### src/rtl/qu_common.sv
// Qu core shared types for the reservation station and issue logic.
// Entry index type, issue-port bundle and port state encoding.
package qu_common;

  localparam int QU_RS_DEPTH        = 8;
  localparam int QU_RS_ADDR_WIDTH   = $clog2(QU_RS_DEPTH);
  localparam int QU_NUM_ISSUE_PORTS = 2;

  typedef logic [QU_RS_ADDR_WIDTH-1:0] res_st_addr_t;

  typedef struct packed {
    logic         valid;
    res_st_addr_t addr;
  } issue_port_t;

  typedef enum logic {
    PORT_IDLE  = 1'b0,
    PORT_GRANT = 1'b1
  } port_st_e;

endpackage

### src/rtl/qu_rr_pick.sv
// Masked round-robin find-first over the reservation station.
// Scans start, start+1, ... modulo DEPTH; DEPTH must be a power of two.
module qu_rr_pick #(
  parameter int DEPTH = 8,
  parameter int AW    = $clog2(DEPTH)
) (
  input  logic [DEPTH-1:0] req,
  input  logic [AW-1:0]    start,
  input  logic [DEPTH-1:0] excl,
  output logic             found,
  output logic [AW-1:0]    idx
);

  logic [DEPTH-1:0] mask;
  logic [AW-1:0]    k;

  assign mask = req & ~excl;

  always_comb begin
    found = 1'b0;
    idx   = '0;
    k     = '0;
    for (int i = 0; i < DEPTH; i++) begin
      k = start + AW'(i);
      if (!found && mask[k]) begin
        found = 1'b1;
        idx   = k;
      end
    end
  end

endmodule

### src/rtl/qu_issue_sched.sv
// Qu dual-port issue scheduler: round-robin picks from the reservation
// station, grants held under valid/ready, entries freed on acceptance.
module qu_issue_sched
  import qu_common::*;
#(
  parameter int RS_DEPTH      = 8,
  parameter int RS_ADDR_WIDTH = $clog2(RS_DEPTH)
) (
  input  logic                clk,
  input  logic                rst,
  input  logic                flush,
  input  logic [RS_DEPTH-1:0] entry_valid,
  input  logic [RS_DEPTH-1:0] entry_ready,
  output logic                iss0_valid,
  output res_st_addr_t        iss0_addr,
  input  logic                iss0_ready,
  output logic                iss1_valid,
  output res_st_addr_t        iss1_addr,
  input  logic                iss1_ready,
  output logic [RS_DEPTH-1:0] entry_clr
);

  localparam logic [RS_DEPTH-1:0] ONE = RS_DEPTH'(1);

  port_st_e      st0_q, st1_q;
  res_st_addr_t  a0_q, a1_q;
  res_st_addr_t  rr_ptr;

  logic [RS_DEPTH-1:0] req, held, excl, b_excl;
  logic                need0, need1, g0, g1;
  logic                a_found, b_found;
  res_st_addr_t        a_idx, b_idx, b_start;

  assign iss0_valid = (st0_q == PORT_GRANT);
  assign iss1_valid = (st1_q == PORT_GRANT);
  assign iss0_addr  = a0_q;
  assign iss1_addr  = a1_q;

  assign need0 = ~iss0_valid | iss0_ready;
  assign need1 = ~iss1_valid | iss1_ready;

  always_comb begin
    entry_clr = '0;
    held      = '0;
    if (iss0_valid && iss0_ready && !flush)
      entry_clr = entry_clr | (ONE << a0_q);
    if (iss1_valid && iss1_ready && !flush)
      entry_clr = entry_clr | (ONE << a1_q);
    if (iss0_valid && !iss0_ready)
      held = held | (ONE << a0_q);
    if (iss1_valid && !iss1_ready)
      held = held | (ONE << a1_q);
  end

  // Held and just-accepted entries are both unavailable this cycle.
  assign req  = entry_valid & entry_ready;
  assign excl = held | entry_clr;

  qu_rr_pick #(
    .DEPTH (RS_DEPTH),
    .AW    (RS_ADDR_WIDTH)
  ) u_pick0 (
    .req   (req),
    .start (rr_ptr),
    .excl  (excl),
    .found (a_found),
    .idx   (a_idx)
  );

  // Port 1 continues the scan past port 0's pick when both need one.
  assign b_start = need0 ? res_st_addr_t'(a_idx + 1'b1) : rr_ptr;
  assign b_excl  = excl | ((need0 && a_found) ? (ONE << a_idx) : '0);

  qu_rr_pick #(
    .DEPTH (RS_DEPTH),
    .AW    (RS_ADDR_WIDTH)
  ) u_pick1 (
    .req   (req),
    .start (b_start),
    .excl  (b_excl),
    .found (b_found),
    .idx   (b_idx)
  );

  assign g0 = ~flush & need0 & a_found;
  assign g1 = ~flush & need1 & b_found;

  always_ff @(posedge clk or negedge rst) begin
    if (!rst) begin
      st0_q  <= PORT_IDLE;
      st1_q  <= PORT_IDLE;
      a0_q   <= '0;
      a1_q   <= '0;
      rr_ptr <= '0;
    end else if (flush) begin
      st0_q <= PORT_IDLE;
      st1_q <= PORT_IDLE;
    end else begin
      if (need0) begin
        st0_q <= g0 ? PORT_GRANT : PORT_IDLE;
        if (g0) a0_q <= a_idx;
      end
      if (need1) begin
        st1_q <= g1 ? PORT_GRANT : PORT_IDLE;
        if (g1) a1_q <= b_idx;
      end
      if (g1)
        rr_ptr <= res_st_addr_t'(b_idx + 1'b1);
      else if (g0)
        rr_ptr <= res_st_addr_t'(a_idx + 1'b1);
    end
  end

endmodule

### config.mk
export PLATFORM = sky130hd
export DESIGN_NAME = qu_issue_sched
export DESIGN_NICKNAME = d
export VERILOG_FILES = /design/src/rtl/qu_common.sv /design/src/rtl/qu_rr_pick.sv /design/src/rtl/qu_issue_sched.sv
export SDC_FILE = /design/constraint.sdc
export NUM_CORES = 1
export LEC_CHECK = 0
export BUFFER_PORTS_ARGS = -buffer_cell sky130_fd_sc_hd__buf_2
export CORE_MARGIN = 2
export CORE_UTILIZATION = 55
export DETAILED_ROUTE_END_ITERATION = 6
export GPL_TIMING_DRIVEN = 0
export PLACE_DENSITY = 0.79
export SLEW_MARGIN = 25
export SYNTH_ARGS = -nofsm -noshare
export SYNTH_HDL_FRONTEND = slang
export SYNTH_HIERARCHICAL = 1
export SYNTH_SLANG_ARGS = --single-unit
### constraint.sdc
create_clock -name clk -period 6.55 [get_ports clk]
set_input_delay 0.655 -clock clk [delete_from_list [all_inputs] [get_ports clk]]
set_output_delay 0.655 -clock clk [all_outputs]
set_load 0.03 [all_outputs]
Word level (Yosys, flattened, before mapping)

Cells that the tools add are included.

Register bits after elaboration: 11
Latch bits: 0
Bits in writable memories: 0
Memory bits (read-only): 0
Input bits: 21
Output and inout bits: 16
Logic and storage cells: 180
Memories: 0

Add/sub/neg operators: 16
Multipliers: 0
Divide/modulo/power cells: 0
Order comparisons: 16
Equality and inequality tests: 0
Shifts and indexed selects: 3
Mux-type cells: 78
Bitwise logic cells: 18
Reductions and logical operators: 44

Operators by type and width:

| kind                                                        | count |
|---|---|
| less-than comparator 3 x 4 -> 1 bit (second input constant) | 16 |
| two-way mux 3 bit                                           | 19 |
| binary-select mux 1 bit (select 3 bit)                      | 16 |
| two-way mux 8 bit                                           | 5 |
| two-way mux 1 bit                                           | 38 |
| OR 8 bit                                                    | 4 |
| adder 3 bit (second input constant)                         | 8 |
| AND 8 bit                                                   | 3 |
| left shift 1 x 3 -> 8 bit (first input constant)            | 3 |
| logical AND 1 bit                                           | 21 |
| zero test 1 bit                                             | 17 |
| NOT 8 bit                                                   | 2 |
| adder 3 x 1 -> 3 bit (second input constant)                | 4 |
| adder 3 x 2 -> 3 bit (second input constant)                | 4 |
| AND reduction 3 bit                                         | 2 |
| nonzero test 2 bit                                          | 3 |
| AND 1 bit                                                   | 4 |
| NOT 1 bit                                                   | 3 |
| OR 1 bit                                                    | 2 |
| AND reduction 2 bit                                         | 1 |

Longest topological paths before layout

Depth after elaboration: 65
Depth in mapped cells: 28
Mapped depth without buffers: 26

Hierarchy

Netlist, hierarchy kept.

Modules (own cells, without submodules):

| module         | instances | cells each | area an instance (um^2) | sequential area each (um^2) |
|---|---|---|---|---|
| qu_rr_pick     | 2         | 134        | 1,039.7                 | 0.0 |
| qu_issue_sched | 1         | 142        | 1,154.9                 | 275.3 |

Worst setup path before layout

OpenSTA, ideal clock, no wires.

Path type: input to register
Start: in flush
End: reg a1_q[0], in the netlist iss1_addr[0]
Library setup time: 125 ps
Arrival: 7,081 ps
Required time: 6,425 ps
Setup slack: -656 ps
Stages on the path: 25
Buffers on the path: 1
Path through: nand4bb_1 -> o32ai_2 -> nand2b_1 -> nor2b_1 -> mux2_4 -> mux4_2 -> or4b_4 -> nor3_1 -> o32ai_1 -> o21ai_1 -> inv_1 -> ha_1 -> nand2_1 -> nand2_1 -> clkbuf_1 -> clkinv_1 -> ha_1 -> xnor2_1 -> mux4_2 -> or4b_4 -> or2_1 -> nand3b_1 -> nand2b_1 -> nor2_1 -> mux2_2

Elaborated cells between the ends (all ways): 120
Classes of those cells: 8 x add/sub; 1 x shift; 68 x mux; 10 x bitwise; 33 x reduce/logical

RTL lines:

| item                                                                          | line                                       | source |
|---|---|---|
| from (decl)                                                                   | qu_issue_sched.sv:11                       | `input logic flush,` |
| zero test 1 bit (*)                                                           | qu_issue_sched.sv:45, qu_issue_sched.sv:47 |  |
| logical AND 1 bit                                                             | qu_issue_sched.sv:45                       | `if (iss0_valid && iss0_ready && !flush)` |
| two-way mux 8 bit                                                             | qu_issue_sched.sv:45                       |  |
| OR 8 bit                                                                      | qu_issue_sched.sv:48                       | `entry_clr = entry_clr \| (ONE << a1_q);` |
| two-way mux 8 bit (*)                                                         | qu_issue_sched.sv:47                       | `if (iss1_valid && iss1_ready && !flush)` |
| net entry_clr[0]                                                              | qu_issue_sched.sv:20                       | `output logic [RS_DEPTH-1:0] entry_clr` |
| OR 8 bit (*)                                                                  | qu_issue_sched.sv:57                       | `assign excl = held \| entry_clr;` |
| net excl[0]                                                                   | qu_issue_sched.sv:29                       | `logic [RS_DEPTH-1:0] req, held, excl, b_excl;` |
| [... 26 more ...]                                                             | -                                          |  |
| net a_idx[0]                                                                  | qu_issue_sched.sv:32                       | `res_st_addr_t a_idx, b_idx, b_start;` |
| adder 3 x 1 -> 3 bit (*)                                                      | qu_issue_sched.sv:71                       | `assign b_start = need0 ? res_st_addr_t'(a_idx + 1'b1) : rr_ptr;` |
| two-way mux 3 bit (*)                                                         | qu_issue_sched.sv:71                       |  |
| net b_start[1]                                                                | qu_issue_sched.sv:32                       |  |
| parallel branches: the longest is 23 deep, another holds adder 3 x 1 -> 3 bit | -                                          |  |
| two-way mux 1 bit (*)                                                         | qu_rr_pick.sv:25                           | `if (!found && mask[k]) begin` |
| net b_found                                                                   | qu_issue_sched.sv:31                       | `logic a_found, b_found;` |
| AND 1 bit (*)                                                                 | qu_issue_sched.sv:86                       | `assign g1 = ~flush & need1 & b_found;` |
| AND reduction 3 bit (no source line) (*)                                      | -                                          |  |
| to (signal assigned)                                                          | qu_issue_sched.sv:105                      | `if (g1) a1_q <= b_idx;` |
| to (decl)                                                                     | qu_issue_sched.sv:26                       | `res_st_addr_t a0_q, a1_q;` |

Mark *: on every way through the listed nets, which the timed path passes. The select of a mux whose other input is x is not followed.
A chain may end at the register's enable or synchronous reset.

Worst setup path after layout

Start: in iss0_ready
End: reg rr_ptr[2]

Elaborated cells between the ends (all ways): 129
Classes of those cells: 9 x add/sub; 1 x shift; 72 x mux; 12 x bitwise; 35 x reduce/logical

RTL lines:

| item                                                                          | line                                       | source |
|---|---|---|
| from (decl)                                                                   | qu_issue_sched.sv:16                       | `input logic iss0_ready,` |
| zero test 1 bit or logical AND 1 bit (tied branches)                          | qu_issue_sched.sv:49, qu_issue_sched.sv:45 |  |
| logical AND 1 bit (on tied branches)                                          | qu_issue_sched.sv:49, qu_issue_sched.sv:45 |  |
| two-way mux 8 bit (on tied branches)                                          | qu_issue_sched.sv:49, qu_issue_sched.sv:45 |  |
| OR 8 bit (on tied branches)                                                   | qu_issue_sched.sv:52, qu_issue_sched.sv:48 |  |
| two-way mux 8 bit (on tied branches)                                          | qu_issue_sched.sv:51, qu_issue_sched.sv:47 |  |
| OR 8 bit (*)                                                                  | qu_issue_sched.sv:57                       |  |
| net excl[7]                                                                   | qu_issue_sched.sv:29                       |  |
| NOT 8 bit (*)                                                                 | qu_rr_pick.sv:17                           | `assign mask = req & ~excl;` |
| [... 25 more ...]                                                             | -                                          |  |
| net a_idx[0]                                                                  | qu_issue_sched.sv:32                       |  |
| adder 3 x 1 -> 3 bit (*)                                                      | qu_issue_sched.sv:71                       |  |
| two-way mux 3 bit (*)                                                         | qu_issue_sched.sv:71                       |  |
| net b_start[1]                                                                | qu_issue_sched.sv:32                       |  |
| parallel branches: the longest is 23 deep, another holds adder 3 x 1 -> 3 bit | -                                          |  |
| two-way mux 3 bit (*)                                                         | qu_rr_pick.sv:25                           |  |
| net b_idx[2]                                                                  | qu_issue_sched.sv:32                       |  |
| adder 3 x 1 -> 3 bit (*)                                                      | qu_issue_sched.sv:108                      | `rr_ptr <= res_st_addr_t'(b_idx + 1'b1);` |
| two-way mux 3 bit (*)                                                         | qu_issue_sched.sv:107                      | `if (g1)` |
| to (signal assigned)                                                          | qu_issue_sched.sv:108                      |  |
| to (signal assigned)                                                          | qu_issue_sched.sv:110                      | `rr_ptr <= res_st_addr_t'(a_idx + 1'b1);` |
| to (decl)                                                                     | qu_issue_sched.sv:27                       | `res_st_addr_t rr_ptr;` |

Marked as above.

==> flow_summary.yaml <==
global_route:
  grt.total_usage_pct: 34.0
  grt_pass1_wl_mm: 17.3
  antenna_found_initial: 0
  grt_pass1_vias: 3413
  grt_max_degree: 14
  overflow: 0
finish:
  drive_above_1_share_pct: 40.5
  diodes: 0
  finalNetCount: 517
  areaGrowthSynthToFinish_pct: 33.7
  fill_cells: 405
setup_path:
  cp.arrival_ns: 6.76
  r2r_slack_ns: -0.01
  cp_slowest_stage_delay_ns: 0.59
  slowest_stage: "or4b_4"
  cp_max_fo: 6
  reg2reg_depth: 25
  crit_buf_inv: 4
  crit_path_end_kind: "flop"
  r2r_start: "iss1_addr[0]$_DFFE_PN0P_"
  cp_top_family: "simple AND/OR/NAND/NOR gates"
  rr_endpoint: "rr_ptr[2]$_DFFE_PN0P_"
  crit_type: "in2reg"
  cp_data_required_time_ns: 6.70
  cp-start-kind: "input pin"
die:
  start_util_pct: 57.7
  die_w_microns: 80.7
  die_h_microns: 80.7
  coreArea_sq_um: 5610
  ioPinCount: 37
  core.rowCount: 27
  design.die.area_sq_um: 6510
yosys:
  yosys_warnings: 6
  synth_edf_count: 0
  syn_area_sq_um: 3230
  ys_types: 55
  async_reset_ff_share_pct: 100
  synth.avg_cell_area_sq_um: 7.89
  synth-main-ff-cell: "dfrtp_1"
  syn-num-nets: 442
  ys_seq_area_share_pct: 8.51
  synthCells: 410
  ys_ff_latch: 11
sta:
  grt_setup_unrepaired: "yes"
  setup_viol: 5
  fin_ws_ns: -0.0551
  timing.final.crit_period_ns: 6.61
  tightest_slew_ns: 0.519
  slew-limit-headroom_pct: 64.4
  timing.final.crit_share_pct: 101
  max_freq_mhz: 151
  hold-worst-slack_ns: 0.270
  slew_violations: 0
  finClkSkew_ns: 0.00228
  hold_viol: 0
clock_tree:
  h-tree-depth: 1
  insertion_delay_ns: 0.24
  cts_buffers: 3
  tritoncts: "done"
  ctsLongestPathBuffers: 2
  cts_sinks: 11
  clk_pin_slew_ns: 0.05
  root_buffer: "clkbuf_8"
routing:
  post-route-drc-count: 0
  ant_nets: 0
  drt-pass1-iter-count: 7
  avgRoutedWirePerCell_microns: 20.8
  via_count: 3868
  routed_via_density: 6.96
  wl_mm: 11.6
  drt_iter0_drc: 574
hold_path:
  holdCritPathClass: "in2async"
place:
  place_congestion: 0.976
  dp_hpwl_mm: 8.15
  portBuffers: 36
outcome:
  violations: "negative setup slack"
  status: "finished, violations left"
job:
  maxCapViolations: 0
[repair_timing]
action	4_1_cts	5_1_grt
gates resized for setup	15	75
hold buffers	0	0
setup endpoints to repair	7	7
buffers inserted	16	20
pin swaps	13	24
[worst max-delay path by stage]
stage / end / startpoint / cells after the start / slack (ns)
final: rr_ptr[2]$_DFFE_PN0P_ / iss0_ready / 25 / -0.06
after floorplan: iss1_addr[0]$_DFFE_PN0P_ / flush / 25 / -0.03
after detailed placement: rr_ptr[1]$_DFFE_PN0P_ / flush / 26 / -0.73
after global routing: rr_ptr[2]$_DFFE_PN0P_ / iss0_ready / 26 / -0.21
after global placement: rr_ptr[1]$_DFFE_PN0P_ / flush / 26 / -0.70
after CTS: rr_ptr[1]$_DFFE_PN0P_ / flush / 28 / 0.01
[kinds of logic after synthesis]
logic type	after synthesis	share of synthesized area (%)
XOR/XNOR	7	1.90
AND/OR/NAND/NOR	176	30.3
AO/OA/AOI/OAI	111	23.4
multiplexers	53	24.4
buffers and inverters	41	7.20
adder cells (fa/ha/maj)	11	4.26
flip-flops	11	8.51
[sequential cells by signal (all words and copies together) (netlist names)]
name and flops:
rr_ptr 3, iss0_addr 3, iss0_valid 1, iss1_valid 1, iss1_addr 3
[cells in the mapped netlist (10+ instances only)]
cell type | number | share of area [%]
a211oi_1 | 14 | 3.2
and2_1 | 12 | 2.3
nor2b_1 | 17 | 3.3
nand2_1 | 25 | 2.9
clkbuf_1 | 11 | 1.3
nor2_1 | 38 | 4.4
nor3b_1 | 10 | 2.3
dfrtp_1 | 11 | 8.5
nand3_1 | 11 | 1.7
mux4_2 | 12 | 8.4
inv_1 | 14 | 1.6
mux2i_1 | 18 | 5.6
ha_1 | 11 | 4.3
a21oi_1 | 26 | 4.0
mux2_2 | 13 | 4.5
o21ai_0 | 17 | 2.6
nand2b_1 | 26 | 5.0
[layer usage]
metal / global-route usage [%] / wire (microns) / vias to the layer above
li1: - / - / 1713
met1: 48.3 / 4640 / 1808
met2: 56.6 / 5380 / 298
met3: 2.13 / 1200 / 49
met4: 7.63 / 329 / 0
met5: 0 / 0 / -
[per-stage QoR]
| stage | instance area, sq um | std cells | setup TNS [ns] | utilization (%) | setup slack [ns] |
|---|---|---|---|---|---|
| after floorplan | 3360 | 410 | -0.108 | - | -0.0309 |
| after global placement | 3630 | 518 | -4.21 | 64.7 | -0.700 |
| after detailed placement | 3630 | 518 | -4.51 | 64.7 | -0.734 |
| after CTS | 3870 | 536 | 0 | 69.0 | 0.0112 |
| after global routing | 4320 | 556 | -0.938 | 77.1 | -0.207 |
| final | 4320 | 556 | -0.148 | 77.1 | -0.0551 |
[placed cells by master, fill, tap and decap left out, drive strengths merged, types with 5 or more instances in the layout]
| master | n |
|---|---|
| o21ai | 19 |
| nand2b | 26 |
| o22a | 7 |
| mux2i | 20 |
| dfrtp | 11 |
| nor3b | 10 |
| mux2 | 17 |
| nor2b | 17 |
| o2111ai | 6 |
| buf | 83 |
| nor3 | 7 |
| inv | 16 |
| nand4 | 6 |
| and2 | 12 |
| nand3b | 6 |
| nand3 | 11 |
| nor2 | 38 |
| o211ai | 6 |
| or2 | 5 |
| clkbuf | 14 |
| a211oi | 14 |
| ha | 11 |
| mux4 | 16 |
| a21oi | 26 |
| a31oi | 6 |
| nand2 | 25 |
[final cells by class]
type	instances	area, sq um	share of cell area [%]
Clock buffer	4	45.0	1.04
Buffer	21	168	3.88
Timing Repair Buffer	72	469	10.9
Sequential cell	11	282	6.51
Inverter	18	96.3	2.23
Tap cell	72	90.1	2.08
Multi-Input combinational cell	358	3170	73.4
Power is not shown: default switching activity piles up to over one toggle a cycle in this logic, so the estimate is an artifact.
